## src/rtl/wb_arbiter_rr_pkg.sv

```systemverilog
// Shared Wishbone constants, arbiter state encoding, request payload and slave address map.
package wb_arbiter_rr_pkg;

   localparam int unsigned WB_ADR_W = 32;
   localparam int unsigned WB_DAT_W = 32;
   localparam int unsigned WB_SEL_W = 4;

   localparam logic [WB_ADR_W-1:0] ADR_UART_CTRL = 32'h0000_0003;
   localparam logic [WB_ADR_W-1:0] ADR_BAUD      = 32'h0000_0004;
   localparam logic [WB_ADR_W-1:0] ADR_UART_STAT = 32'h0000_0005;
   localparam logic [WB_ADR_W-1:0] ADR_TX_BUF    = 32'h0000_0007;
   localparam logic [WB_ADR_W-1:0] ADR_CNT_CTRL  = 32'h0000_0008;
   localparam logic [WB_ADR_W-1:0] ADR_RESULT    = 32'h0000_0009;
   localparam logic [WB_ADR_W-1:0] ADR_INTERP    = 32'h0000_000A;

   typedef enum logic [1:0] {
      ST_IDLE  = 2'd0,
      ST_OWNED = 2'd1,
      ST_TOUT  = 2'd2
   } arb_state_t;

   // Per-master request payload that is muxed onto the slave side.
   typedef struct packed {
      logic                we;
      logic                lock;
      logic [WB_SEL_W-1:0] sel;
      logic [WB_ADR_W-1:0] adr;
      logic [WB_DAT_W-1:0] dat;
   } wb_req_t;

   function automatic logic adr_mapped(input logic [WB_ADR_W-1:0] adr);
      return adr inside {ADR_UART_CTRL, ADR_BAUD, ADR_UART_STAT, ADR_TX_BUF,
                         ADR_CNT_CTRL, ADR_RESULT, ADR_INTERP};
   endfunction

endpackage

```

## src/rtl/wb_arbiter_rr_if.sv

```systemverilog
// Bundle of master-side and slave-side Wishbone signals around the arbiter.
interface wb_arbiter_rr_if
   import wb_arbiter_rr_pkg::*;
#(
   parameter int unsigned NUM_MASTERS = 2
);
   logic [NUM_MASTERS-1:0]          m_cyc_i;
   logic [NUM_MASTERS-1:0]          m_stb_i;
   logic [NUM_MASTERS-1:0]          m_we_i;
   logic [NUM_MASTERS-1:0]          m_lock_i;
   logic [WB_SEL_W*NUM_MASTERS-1:0] m_sel_i;
   logic [WB_ADR_W*NUM_MASTERS-1:0] m_adr_i;
   logic [WB_DAT_W*NUM_MASTERS-1:0] m_dat_i;
   logic [WB_DAT_W-1:0]             m_dat_o;
   logic [NUM_MASTERS-1:0]          m_ack_o;
   logic [NUM_MASTERS-1:0]          m_err_o;
   logic [NUM_MASTERS-1:0]          m_rty_o;

   logic                s_cyc_o;
   logic                s_stb_o;
   logic                s_we_o;
   logic                s_lock_o;
   logic [WB_SEL_W-1:0] s_sel_o;
   logic [WB_ADR_W-1:0] s_adr_o;
   logic [WB_DAT_W-1:0] s_dat_o;
   logic [WB_DAT_W-1:0] s_dat_i;
   logic                s_ack_i;
   logic                s_err_i;
   logic                s_rty_i;

   logic [NUM_MASTERS-1:0] grant_o;
   logic                   timeout_o;

   // Arbiter view.
   modport slave (
      input  m_cyc_i, m_stb_i, m_we_i, m_lock_i, m_sel_i, m_adr_i, m_dat_i,
      input  s_dat_i, s_ack_i, s_err_i, s_rty_i,
      output m_dat_o, m_ack_o, m_err_o, m_rty_o,
      output s_cyc_o, s_stb_o, s_we_o, s_lock_o, s_sel_o, s_adr_o, s_dat_o,
      output grant_o, timeout_o
   );

   // Environment view: masters plus the shared slave.
   modport master (
      output m_cyc_i, m_stb_i, m_we_i, m_lock_i, m_sel_i, m_adr_i, m_dat_i,
      output s_dat_i, s_ack_i, s_err_i, s_rty_i,
      input  m_dat_o, m_ack_o, m_err_o, m_rty_o,
      input  s_cyc_o, s_stb_o, s_we_o, s_lock_o, s_sel_o, s_adr_o, s_dat_o,
      input  grant_o, timeout_o
   );

endinterface

```

## src/rtl/wb_arbiter_rr_pick.sv

```systemverilog
// Round-robin priority selector: first requester after the last owner, wrapping.
module wb_arbiter_rr_pick #(
   parameter int unsigned N     = 2,
   parameter int unsigned IDX_W = 1
) (
   input  logic [N-1:0]     req,
   input  logic [IDX_W-1:0] last,
   output logic [N-1:0]     gnt,
   output logic [IDX_W-1:0] idx,
   output logic             valid
);

   logic [IDX_W-1:0] cand;

   // Scan last+1 .. last+N so the previous owner has the lowest priority.
   always_comb begin
      gnt   = '0;
      idx   = '0;
      valid = 1'b0;
      cand  = '0;
      for (int unsigned i = 1; i <= N; i++) begin
         cand = IDX_W'((32'(last) + i) % N);
         if (!valid && req[cand]) begin
            gnt[cand] = 1'b1;
            idx       = cand;
            valid     = 1'b1;
         end
      end
   end

endmodule

```

## src/rtl/wb_arbiter_rr.sv

```systemverilog
// Round-robin Wishbone B4 classic arbiter with per-transfer timeout and lock support.
module wb_arbiter_rr
   import wb_arbiter_rr_pkg::*;
#(
   parameter int unsigned NUM_MASTERS = 2,
   parameter int unsigned TIMEOUT     = 1024,
   parameter int unsigned TO_W        = 16
) (
   input logic            clk_i,
   input logic            rst_i,
   wb_arbiter_rr_if.slave bus
);

   localparam int unsigned     IDX_W   = (NUM_MASTERS > 1) ? $clog2(NUM_MASTERS) : 1;
   localparam logic [TO_W-1:0] TO_LAST = TO_W'(TIMEOUT - 1);

   arb_state_t             state, state_nxt;
   logic [NUM_MASTERS-1:0] grant, grant_nxt;
   logic [IDX_W-1:0]       last, last_nxt;
   logic [TO_W-1:0]        cnt, cnt_nxt;

   logic [NUM_MASTERS-1:0] pick_gnt;
   logic [IDX_W-1:0]       pick_idx;
   logic                   pick_valid;

   wb_req_t                req_a [NUM_MASTERS];
   wb_req_t                s_req;
   logic                   s_cyc, s_stb, tout;
   logic [NUM_MASTERS-1:0] ack, err, rty;

   for (genvar k = 0; k < NUM_MASTERS; k++) begin : g_unpack
      assign req_a[k] = '{we:   bus.m_we_i[k],
                          lock: bus.m_lock_i[k],
                          sel:  bus.m_sel_i[k*WB_SEL_W +: WB_SEL_W],
                          adr:  bus.m_adr_i[k*WB_ADR_W +: WB_ADR_W],
                          dat:  bus.m_dat_i[k*WB_DAT_W +: WB_DAT_W]};
   end

   wb_arbiter_rr_pick #(
      .N     (NUM_MASTERS),
      .IDX_W (IDX_W)
   ) u_pick (
      .req   (bus.m_cyc_i),
      .last  (last),
      .gnt   (pick_gnt),
      .idx   (pick_idx),
      .valid (pick_valid)
   );

   always_ff @(posedge clk_i) begin
      if (rst_i) begin
         state <= ST_IDLE;
         grant <= '0;
         last  <= IDX_W'(NUM_MASTERS - 1);
         cnt   <= '0;
      end else begin
         state <= state_nxt;
         grant <= grant_nxt;
         last  <= last_nxt;
         cnt   <= cnt_nxt;
      end
   end

   // While owned, last always holds the index of the granted master.
   always_comb begin
      state_nxt = state;
      grant_nxt = grant;
      last_nxt  = last;
      cnt_nxt   = cnt;
      s_cyc     = 1'b0;
      s_stb     = 1'b0;
      s_req     = '0;
      ack       = '0;
      err       = '0;
      rty       = '0;
      tout      = 1'b0;
      unique case (state)
         ST_IDLE: begin
            cnt_nxt = '0;
            if (pick_valid) begin
               grant_nxt = pick_gnt;
               last_nxt  = pick_idx;
               state_nxt = ST_OWNED;
            end
         end
         ST_OWNED: begin
            s_cyc = bus.m_cyc_i[last];
            s_stb = bus.m_stb_i[last];
            s_req = req_a[last];
            if (s_stb) begin
               err[last] = bus.s_err_i;
               ack[last] = bus.s_ack_i & ~bus.s_err_i;
               rty[last] = bus.s_rty_i;
            end
            if (!(bus.m_cyc_i[last] || bus.m_lock_i[last])) begin
               state_nxt = ST_IDLE;
               grant_nxt = '0;
               cnt_nxt   = '0;
            end else if (bus.s_ack_i || bus.s_err_i || bus.s_rty_i) begin
               cnt_nxt = '0;
            end else if (s_stb) begin
               if ((TIMEOUT != 0) && (cnt == TO_LAST)) begin
                  state_nxt = ST_TOUT;
                  cnt_nxt   = '0;
               end else begin
                  cnt_nxt = cnt + TO_W'(1);
               end
            end
         end
         ST_TOUT: begin
            // Slave is cut off for one cycle; the owner keeps the grant and sees err.
            s_req     = req_a[last];
            err[last] = 1'b1;
            tout      = 1'b1;
            cnt_nxt   = '0;
            state_nxt = ST_OWNED;
         end
         default: begin
            state_nxt = ST_IDLE;
            grant_nxt = '0;
         end
      endcase
   end

   assign bus.s_cyc_o   = s_cyc;
   assign bus.s_stb_o   = s_stb;
   assign bus.s_we_o    = s_req.we;
   assign bus.s_lock_o  = s_req.lock;
   assign bus.s_sel_o   = s_req.sel;
   assign bus.s_adr_o   = s_req.adr;
   assign bus.s_dat_o   = s_req.dat;
   assign bus.m_dat_o   = bus.s_dat_i;
   assign bus.m_ack_o   = ack;
   assign bus.m_err_o   = err;
   assign bus.m_rty_o   = rty;
   assign bus.grant_o   = grant;
   assign bus.timeout_o = tout;

endmodule

```

## src/flat_wrapper.sv

```systemverilog
// flat-port wrapper written by rule: the top's interface ports become plain ports
module wb_arbiter_rr_flat import wb_arbiter_rr_pkg::*;
#(
   parameter int unsigned NUM_MASTERS = 2,
   parameter int unsigned TIMEOUT     = 1024,
   parameter int unsigned TO_W        = 16
)
  (clk_i, rst_i, bus_m_cyc_i, bus_m_stb_i, bus_m_we_i, bus_m_lock_i, bus_m_sel_i, bus_m_adr_i, bus_m_dat_i, bus_s_dat_i, bus_s_ack_i, bus_s_err_i, bus_s_rty_i, bus_m_dat_o, bus_m_ack_o, bus_m_err_o, bus_m_rty_o, bus_s_cyc_o, bus_s_stb_o, bus_s_we_o, bus_s_lock_o, bus_s_sel_o, bus_s_adr_o, bus_s_dat_o, bus_grant_o, bus_timeout_o);
  wb_arbiter_rr_if #(.NUM_MASTERS(NUM_MASTERS)) bus_i ();
  input logic clk_i;
  input logic rst_i;
  input wire logic [$bits(bus_i.m_cyc_i)-1:0] bus_m_cyc_i;
  input wire logic [$bits(bus_i.m_stb_i)-1:0] bus_m_stb_i;
  input wire logic [$bits(bus_i.m_we_i)-1:0] bus_m_we_i;
  input wire logic [$bits(bus_i.m_lock_i)-1:0] bus_m_lock_i;
  input wire logic [$bits(bus_i.m_sel_i)-1:0] bus_m_sel_i;
  input wire logic [$bits(bus_i.m_adr_i)-1:0] bus_m_adr_i;
  input wire logic [$bits(bus_i.m_dat_i)-1:0] bus_m_dat_i;
  input wire logic [$bits(bus_i.s_dat_i)-1:0] bus_s_dat_i;
  input wire logic [$bits(bus_i.s_ack_i)-1:0] bus_s_ack_i;
  input wire logic [$bits(bus_i.s_err_i)-1:0] bus_s_err_i;
  input wire logic [$bits(bus_i.s_rty_i)-1:0] bus_s_rty_i;
  output wire logic [$bits(bus_i.m_dat_o)-1:0] bus_m_dat_o;
  output wire logic [$bits(bus_i.m_ack_o)-1:0] bus_m_ack_o;
  output wire logic [$bits(bus_i.m_err_o)-1:0] bus_m_err_o;
  output wire logic [$bits(bus_i.m_rty_o)-1:0] bus_m_rty_o;
  output wire logic [$bits(bus_i.s_cyc_o)-1:0] bus_s_cyc_o;
  output wire logic [$bits(bus_i.s_stb_o)-1:0] bus_s_stb_o;
  output wire logic [$bits(bus_i.s_we_o)-1:0] bus_s_we_o;
  output wire logic [$bits(bus_i.s_lock_o)-1:0] bus_s_lock_o;
  output wire logic [$bits(bus_i.s_sel_o)-1:0] bus_s_sel_o;
  output wire logic [$bits(bus_i.s_adr_o)-1:0] bus_s_adr_o;
  output wire logic [$bits(bus_i.s_dat_o)-1:0] bus_s_dat_o;
  output wire logic [$bits(bus_i.grant_o)-1:0] bus_grant_o;
  output wire logic [$bits(bus_i.timeout_o)-1:0] bus_timeout_o;
  assign bus_i.m_cyc_i = bus_m_cyc_i;
  assign bus_i.m_stb_i = bus_m_stb_i;
  assign bus_i.m_we_i = bus_m_we_i;
  assign bus_i.m_lock_i = bus_m_lock_i;
  assign bus_i.m_sel_i = bus_m_sel_i;
  assign bus_i.m_adr_i = bus_m_adr_i;
  assign bus_i.m_dat_i = bus_m_dat_i;
  assign bus_i.s_dat_i = bus_s_dat_i;
  assign bus_i.s_ack_i = bus_s_ack_i;
  assign bus_i.s_err_i = bus_s_err_i;
  assign bus_i.s_rty_i = bus_s_rty_i;
  assign bus_m_dat_o = bus_i.m_dat_o;
  assign bus_m_ack_o = bus_i.m_ack_o;
  assign bus_m_err_o = bus_i.m_err_o;
  assign bus_m_rty_o = bus_i.m_rty_o;
  assign bus_s_cyc_o = bus_i.s_cyc_o;
  assign bus_s_stb_o = bus_i.s_stb_o;
  assign bus_s_we_o = bus_i.s_we_o;
  assign bus_s_lock_o = bus_i.s_lock_o;
  assign bus_s_sel_o = bus_i.s_sel_o;
  assign bus_s_adr_o = bus_i.s_adr_o;
  assign bus_s_dat_o = bus_i.s_dat_o;
  assign bus_grant_o = bus_i.grant_o;
  assign bus_timeout_o = bus_i.timeout_o;
  wb_arbiter_rr #(.NUM_MASTERS(NUM_MASTERS), .TIMEOUT(TIMEOUT), .TO_W(TO_W)) u_core (.clk_i(clk_i), .rst_i(rst_i), .bus(bus_i));
endmodule
```

## config.mk

```make
export PLATFORM = sky130hd
export DESIGN_NAME = wb_arbiter_rr_flat
export DESIGN_NICKNAME = d
export VERILOG_FILES = /design/src/rtl/wb_arbiter_rr_pkg.sv /design/src/rtl/wb_arbiter_rr_if.sv /design/src/rtl/wb_arbiter_rr_pick.sv /design/src/rtl/wb_arbiter_rr.sv /design/src/flat_wrapper.sv
export SDC_FILE = /design/constraint.sdc
export NUM_CORES = 1
export LEC_CHECK = 0
export CAP_MARGIN = 20
export CORE_AREA = 5 5 111 113
export DETAILED_ROUTE_END_ITERATION = 12
export DIE_AREA = 0 0 116 118
export PLACE_DENSITY = 0.72
export SLEW_MARGIN = 20
export SYNTH_ARGS = -nofsm -noshare
export SYNTH_HDL_FRONTEND = slang
export SYNTH_SLANG_ARGS = --single-unit
```

## constraint.sdc

```tcl
create_clock -name clk_i -period 2.3 [get_ports clk_i]
set_input_delay 0.345 -clock clk_i [delete_from_list [all_inputs] [get_ports clk_i]]
set_output_delay 0.345 -clock clk_i [all_outputs]
set_load 0.1 [all_outputs]
```

==> metrics.md, run 1 <==
| Metric | Value |
|---|---|
| Fmax | `~0.47 GHz` |
| First-pass GRT wire length | `20.1 mm` |
| Final wirelength | `13.4 mm` |
| Worst clock skew | `0.00497 ns` |
| Setup bufs post-CTS | `0` |
| Clk root buf | `clkbuf_16` |
| Routed vias/inst | `slightly below 5` |
| Synth unique cells | `41` |
| Residual DRC count | `0` |
| Remaining Overflow, GRT | `0` |
| Clock tree from TritonCTS | `done` |
| Power Density | `about 1500 nW/um^2` |
| RSZ-0062 raised after global routing | `false` |
| Sequential area share after synthesis | `0.151` |
| Status | `complete, no violations` |
| Final hold violations | `0` |
| Type of the tightest min-delay check | `reg -> reg` |
| Worst path most repeated cell | `buf_12` |
| Vias in the first global route | `3620` |
| Area of the multi-input gates | `approximately 2600 um^2` |
| Share of cells above drive strength 1 | `0.342` |
| Largest net degree at the start of global routing | `60` |
| Commonest non-fill, non-tap cell in the layout | `clkdlybuf4s50_1` |
| Total Power | `9.63 mW` |
| Router iterations before antenna repair | `5` |
| IO Pins | `a little under 300` |
| Htree depth | `1` |
| Post-CTS Hold Buffers | `0` |
| Final setup vio count | `0` |
| Register area | `about 420 um^2` |
| Fin crit share | `0.917` |
| Clock sink count | `21` |
| Initial antenna violation count | `3` |
| Crit-path leading delay family | `buffers and inverters` |
| Inserted Clock Buffers | `3` |
| Critical path class | `reg -> out` |
| Syn Inst Count | `between 300 and 400` |
| DR WL/cell | `between 15 and 20 um` |
| GP Congestion | `just under 0.9` |
| Post-synthesis register bit count | `21` |
| Core footprint | `approximately 11000 um^2` |
| Leakage | `2.79 nW` |
| Crit. End Element | `output port` |
| Starting density of the core | `0.249` |
| Top_reg_cell synth | `dfxtp_1` |
| Fin util | `0.585` |
| Crit-path max FO | `around 60` |
| VDD IR-drop max | `just under 0.9 mV` |
| Worst path cell trace | `buf_12 > mux2i_1 > buf_4 > nor2b_2 > buf_12` |
| Total number of vias | `3375` |
| Resize count post-CTS | `0` |
| HPWL Detailed | `11.8 mm` |
| Dpl cells | `between 600 and 700` |
| Max transition margin | `0.628` |
| Yosys warning total | `0` |
| Net Count, Synth | `about 550` |
| Die Span X | `116 um` |
| WP buf/inv | `3` |
| I/O Buffers | `229` |
| Max cap viols | `0` |
| Commonest non-fill, non-tap cells in the layout | `148 x clkdlybuf4s50_1, 82 x buf_12, 74 x mux2i_1` |
| Max-slew violations | `0` |
| Least-Margin Pin Slew | `~0.55 ns` |
| EDFF count, synth | `0` |
| Num rows | `39` |
| Worst EP required | `between 1.5 and 2 ns` |
| Post-route ant nets | `0` |
| Clock transition at the registers of the reported paths | `around 0.060 ns` |
| Die Span Y | `118 um` |
| Critical-path top delay cell | `dfxtp_4` |
| Critical Path Start Type | `flip-flop` |
| Layout Cells excl Fill | `approximately 700` |
| Clk buf depth | `2` |
| CP max stage delay | `around 0.37 ns` |
| Fin nets | `around 750` |
| Worst EP arrival | `approximately 1.8 ns` |
| Ys async rst share | `0` |
| Post-Syn Area per Cell | `a little under 8 um^2` |
| # fillers | `943` |
| Synthesis-to-finish area growth | `135%` |
| Initial DRC count | `161` |
| Full die area | `between 10000 and 15000 um^2` |
| Cell Area, Synth | `between 2000 and 3000 um^2` |
| Gr usage total | `0.188` |
| Clock Latency Late Sink | `0.25 ns` |
| Min Tclk post-route | `2.11 ns` |
[path summary, 6_finish.rpt]
kind	startpoint	to	slack, ns	cells after the start
hold / removal	u_core.cnt[1]	u_core.cnt[1]	0.47	2
setup reg to reg	u_core.cnt[15]	u_core.cnt[15]	0.19	6
hold reg to reg	u_core.cnt[1]	u_core.cnt[1]	0.47	2
setup / recovery	u_core.last	bus_s_stb_o	0.19	5
[layout make-up]
| class | count | area share |
|---|---|---|
| Antenna cell | 1 | 0.000381 |
| Multi-Input combinational cell | 274 | 0.392 |
| Sequential cell | 21 | 0.0646 |
| Clock buffer | 4 | 0.0120 |
| Timing Repair Buffer | 249 | 0.498 |
| Tap cell | 143 | 0.0273 |
| Inverter | 11 | 0.00629 |
[registers in the layout, indices dropped and copies added (netlist names)]
signal / cells
u_core.last: 1
u_core.state: 2
u_core.bus.grant_o: 2
u_core.cnt: 16
[per-layer routing]
layer | wire length (um) | vias to the layer above | track usage
li1 | - | 1636 | -
met1 | 4550 | 1553 | 0.197
met2 | 7350 | 152 | 0.351
met3 | 1060 | 30 | 0.0596
met4 | 401 | 4 | 0.0537
met5 | 25 | - | 0
[worst register-to-register path: stages, from the launching register on]
cell and delay (ns):
dfxtp_1 0.33, or4_1 0.56, nor4_2 0.51, nor2_1 0.11
buf_4 0.22, a21oi_1 0.17, o32ai_1 0.09
[cells in the mapped netlist (3+ instances only)]
cell       n  area [um^2]
or4_1      3         22.5
mux2i_1   74          741
a21oi_1   15         75.1
clkbuf_1  19         71.3
nor2_1    18         67.6
inv_1     11         41.3
ha_1       5         62.6
o21ai_0    6         30.0
a31oi_1    3         18.8
nand2_1   10         37.5
nor2b_1   74          463
o31ai_1    3         22.5
o32ai_1    7         61.3
or3_1      9         56.3
nor4_1     3         18.8
nand3_1   13         65.1
dfxtp_1   21          420
nor3_1     4         20.0
buf_4     32          240
[metrics by stage]
stage                     setup TNS [ns]  worst slack, ns  hold slack (ns)  instance area, um^2
final                                  0            0.190            0.474                 6560
after global routing                   0           0.0132            0.500                 6560
after detailed placement               0          0.00831            0.472                 6470
after CTS                              0           0.0356            0.478                 6550
after floorplan                   -0.295           -0.147            0.449                 3350
after global placement                 0           0.0184            0.460                 6470
[power by group]
group / switching [mW] / internal, mW / total [mW]
combinational: 5.35 / 3.50 / 8.85
clock: 0.133 / 0.236 / 0.369
sequential: 0.0236 / 0.393 / 0.417
total: 5.50 / 4.13 / 9.63
[logic make-up after synthesis]
family / Yosys count / share of synthesized area
AOI/OAI and AO/OA: 41 / 0.103
adders and majority gates: 5 / 0.0224
muxes: 74 / 0.265
and+or+nand+nor: 154 / 0.328
buffers and inverters: 65 / 0.131
DFF: 21 / 0.151
No activity file was read; power rests on OpenSTA's default activity.
==> run 2: changes to the inputs <==
--- a/config.mk
+++ b/config.mk
@@ -7,7 +7,8 @@
 export LEC_CHECK = 0
+export ABC_AREA = 1
 export CAP_MARGIN = 20
-export CORE_AREA = 5 5 111 113
+export CORE_AREA = 5 5 112 114
 export DETAILED_ROUTE_END_ITERATION = 12
-export DIE_AREA = 0 0 116 118
-export PLACE_DENSITY = 0.72
+export DIE_AREA = 0 0 117 119
+export PLACE_DENSITY = 0.7
 export SLEW_MARGIN = 20
==> constraint.sdc (replaced) <==
create_clock -name clk_i -period 2.3 [get_ports clk_i]
set_input_delay 0.46 -clock clk_i [delete_from_list [all_inputs] [get_ports clk_i]]
set_output_delay 0.46 -clock clk_i [all_outputs]
set_load 0.1 [all_outputs]
==> run 2 against run 1 <==
Effect of this change: die area up 1.7%; via count up 18%; wire length up 6.5%; sequential share of layout area up 0.15 points; area after synthesis down 2.7%; utilization down 1.8 points.
==> metrics.md, run 2 <==
| Metric | Value |
|---|---|
| Final setup vio count | `0 (unchanged)` |
| Clock sink count | `21 (unchanged)` |
| Max cap viols | `0 (unchanged)` |
| Max-slew violations | `0 (unchanged)` |
| Critical path class | `reg -> out` |
| Htree depth | `1 (unchanged)` |
| # diodes | `0 (-1)` |
| Most frequent cell after synthesis | `nor2_1` |
| Syn Inst Count | `513 (+43%)` |
| Status | `complete, no violations` |
| Worst path cell trace | `inv_1 > ha_4 > buf_12 > clkinvlp_4 > a21oi_4 > buf_12` |
| Sequential area share after synthesis | `0.155 (+0.00416)` |
| Fin util | `0.567 (-0.0181)` |
| Critical-path top delay cell | `dfxtp_2` |
| Starting density of the core | `0.240 (-0.00878)` |
| Clock Latency Late Sink | `0.25 ns (about the same)` |
| Max reg flops | `16 (unchanged)` |
| Post-Syn Area per Cell | `5.30 um^2 (-32%)` |
| Vias in the first global route | `4195 (+16%)` |
| Met1 wire length | `5.13 mm (+13%)` |
| Final hold violations | `0 (unchanged)` |
| Remaining Overflow, GRT | `0 (unchanged)` |
| Num rows | `39 (unchanged)` |
| Clk root buf | `clkbuf_16` |
| Largest area contributor in the netlist | `nor2_1` |
| Final setup TNS | `0 ns (unchanged)` |
| # fillers | `995 (+5.5%)` |
| Post-synthesis register bit count | `21 (unchanged)` |
| Largest net degree at the start of global routing | `64 (+6.7%)` |
| Total number of vias | `3989 (+18%)` |
| IO Pins | `294 (unchanged)` |
| Synth unique cells | `32 (-22%)` |
| Residual DRC count | `0 (unchanged)` |
| Worst Hold Slack | `0.489 ns (+0.0148 ns)` |
| Post-route ant nets | `0 (unchanged)` |
| Top-area cell type share of the netlist area | `0.240 (-0.0249)` |
| Final wirelength | `14.3 mm (+6.5%)` |
| Min Tclk post-route | `2.20 ns (+0.0879 ns)` |
| Most flops, register | `u_core.cnt` |
| Ys async rst share | `0 (unchanged)` |
| Full die area | `13900 um^2 (+1.7%)` |
| DR WL/cell | `17.0 um (-11%)` |
| CP max stage delay | `0.35 ns (-0.02 ns)` |
| EDFF count, synth | `0 (unchanged)` |
| Clock tree from TritonCTS | `done` |
| Clk buf depth | `2 (unchanged)` |
| Clock transition at the registers of the reported paths | `0.06 ns (about the same)` |
| Worst EP required | `1.84 ns (-0.12 ns)` |
| Share of cells above drive strength 1 | `0.265 (-0.0763)` |
| Routed vias/inst | `4.75 (-1.1%)` |
| Worst clock skew | `0.00268 ns (-0.00229 ns)` |
| Met3 routed WL | `1.27 mm (+20%)` |
| Cell Area, Synth | `2720 um^2 (-2.7%)` |
| Metal2 WL | `7.56 mm (+2.8%)` |
| First-pass GRT wire length | `22.0 mm (+9.7%)` |
| Fin nets | `884 (+18%)` |
| Synthesis-to-finish area growth | `136%` |
| Die Span Y | `119 um (+0.85%)` |
| Least-Margin Pin Slew | `0.441 ns (-0.113 ns)` |
| GP Congestion | `0.911 (+4.2%)` |
| Crit-path max FO | `18 (-69%)` |
| Die Span X | `117 um (+0.86%)` |
| Core footprint | `11300 um^2 (+0.87%)` |
| Worst EP arrival | `1.74 ns (-0.02 ns)` |
| Inserted Clock Buffers | `3 (unchanged)` |
| I/O Buffers | `229 (unchanged)` |
| Ranking of synthesized cells by area | `nor2_1 24%, dfxtp_1 15%, o21ai_0 15%` |
| Router iterations before antenna repair | `6 (+1)` |
| Commonest non-fill, non-tap cells in the layout | `148 x clkdlybuf4s50_1, 98 x nor2_1, 82 x buf_12` |
| Gr usage total | `0.197 (+0.00897)` |
| Critical Path Start Type | `flip-flop` |
| Worst path most repeated cell | `buf_12` |
| HPWL Detailed | `11.8 mm (about the same)` |
| Post-CTS Hold Buffers | `0 (unchanged)` |
| Post-synth top cells | `174 x nor2_1, 83 x o21ai_0, 67 x nand2_1` |
| Fmax | `0.455 GHz (-4.0%)` |
| Initial antenna violation count | `0 (-3)` |
| Top_reg_cell synth | `dfxtp_1` |
| RSZ-0062 raised after global routing | `true` |
| Type of the tightest min-delay check | `reg -> reg` |
| Top Metal Used | `met4` |
| Net Count, Synth | `699 (+28%)` |
| Initial DRC count | `216 (+34%)` |
| Max transition margin | `0.705 (+0.0777)` |
| Commonest non-fill, non-tap cell in the layout | `clkdlybuf4s50_1` |
| Crit. End Element | `output port` |
| Yosys warning total | `0 (unchanged)` |
| Fin crit share | `0.956 (+0.0382)` |
run 2: changes by cell type after synthesis, sizes merged, moves of 4 or more:
cell   before  now
nand4       3   11
o32ai       7    0
nand3      13   18
nor4        4    0
o21ai       6   85
nand2      10   69
nor2b      74    0
a21oi      15    9
or3         9    0
nor2       18  177
inv        11   45
a31oi       4    0
mux2i      74    0
run 2: area by class of cell:
cell class | instances | area, um^2 | area share
clock buffers | 4 | 78.8 | 0.0123
well taps | 143 | 179 | 0.0279
flip-flops and latches | 21 | 424 | 0.0661
repair buffers | 237 | 3210 | 0.501
multi-input cells | 389 | 2340 | 0.365
inverters | 46 | 176 | 0.0275
run 2: kinds of logic (layout without fill, tap and decap cells):
kind of cell | count (synthesis) | count (layout) | share of synthesized area
compound gates | 99 | 99 | 0.192
simple gates | 285 | 285 | 0.438
buf+inv | 103 | 287 | 0.192
fa+ha+maj | 5 | 5 | 0.0230
flops | 21 | 21 | 0.155
run 2: worst max-delay path, delay by kind of cell, from the launching register on:
kind | cells | cell delay (ns)
AOI/OAI and AO/OA | 1 | 0.17
DFF | 1 | 0.35
buffers and inverters | 4 | 0.62
adders and majority gates | 1 | 0.34
run 2: per-layer routing:
layer | vias up | global-route usage
li1 | 1965 | -
met1 | 1838 | 0.220
met2 | 170 | 0.357
met3 | 16 | 0.0705
met4 | 0 | 0.0366
met5 | - | 0
run 2: final timing paths:
| kind | from | to | slack [ns] | cells after the start |
|---|---|---|---|---|
| max | u_core.state[0] | bus_m_err_o[0] | 0.10 | 6 |
| min | u_core.bus.grant_o[1] | u_core.bus.grant_o[1] | 0.49 | 2 |
| max reg2reg | u_core.last | u_core.cnt[2] | 0.45 | 11 |
| min reg2reg | u_core.bus.grant_o[1] | u_core.bus.grant_o[1] | 0.49 | 2 |
run 2: what timing repair did:
item,in CTS,in global routing
gates cloned,1,1
pin swaps,0,1
resized for setup,3,9
endpoints found under the hold margin,0,0
setup buffers,0,0
endpoints found under the setup margin,50,43
run 2: through the flow:
step	cells	cell area, um^2	worst slack, ns
final	840	6410	0.102
after global routing	840	6410	-0.00774
after CTS	839	6380	0.0293
after detailed placement	834	6260	0.0884
after global placement	834	6260	0.117
after floorplan	513	3270	-0.452
Power of run 2 is left out: the tool's default activity adds up to more than one toggle a clock period on the data nets, which glitch-free logic cannot reach.
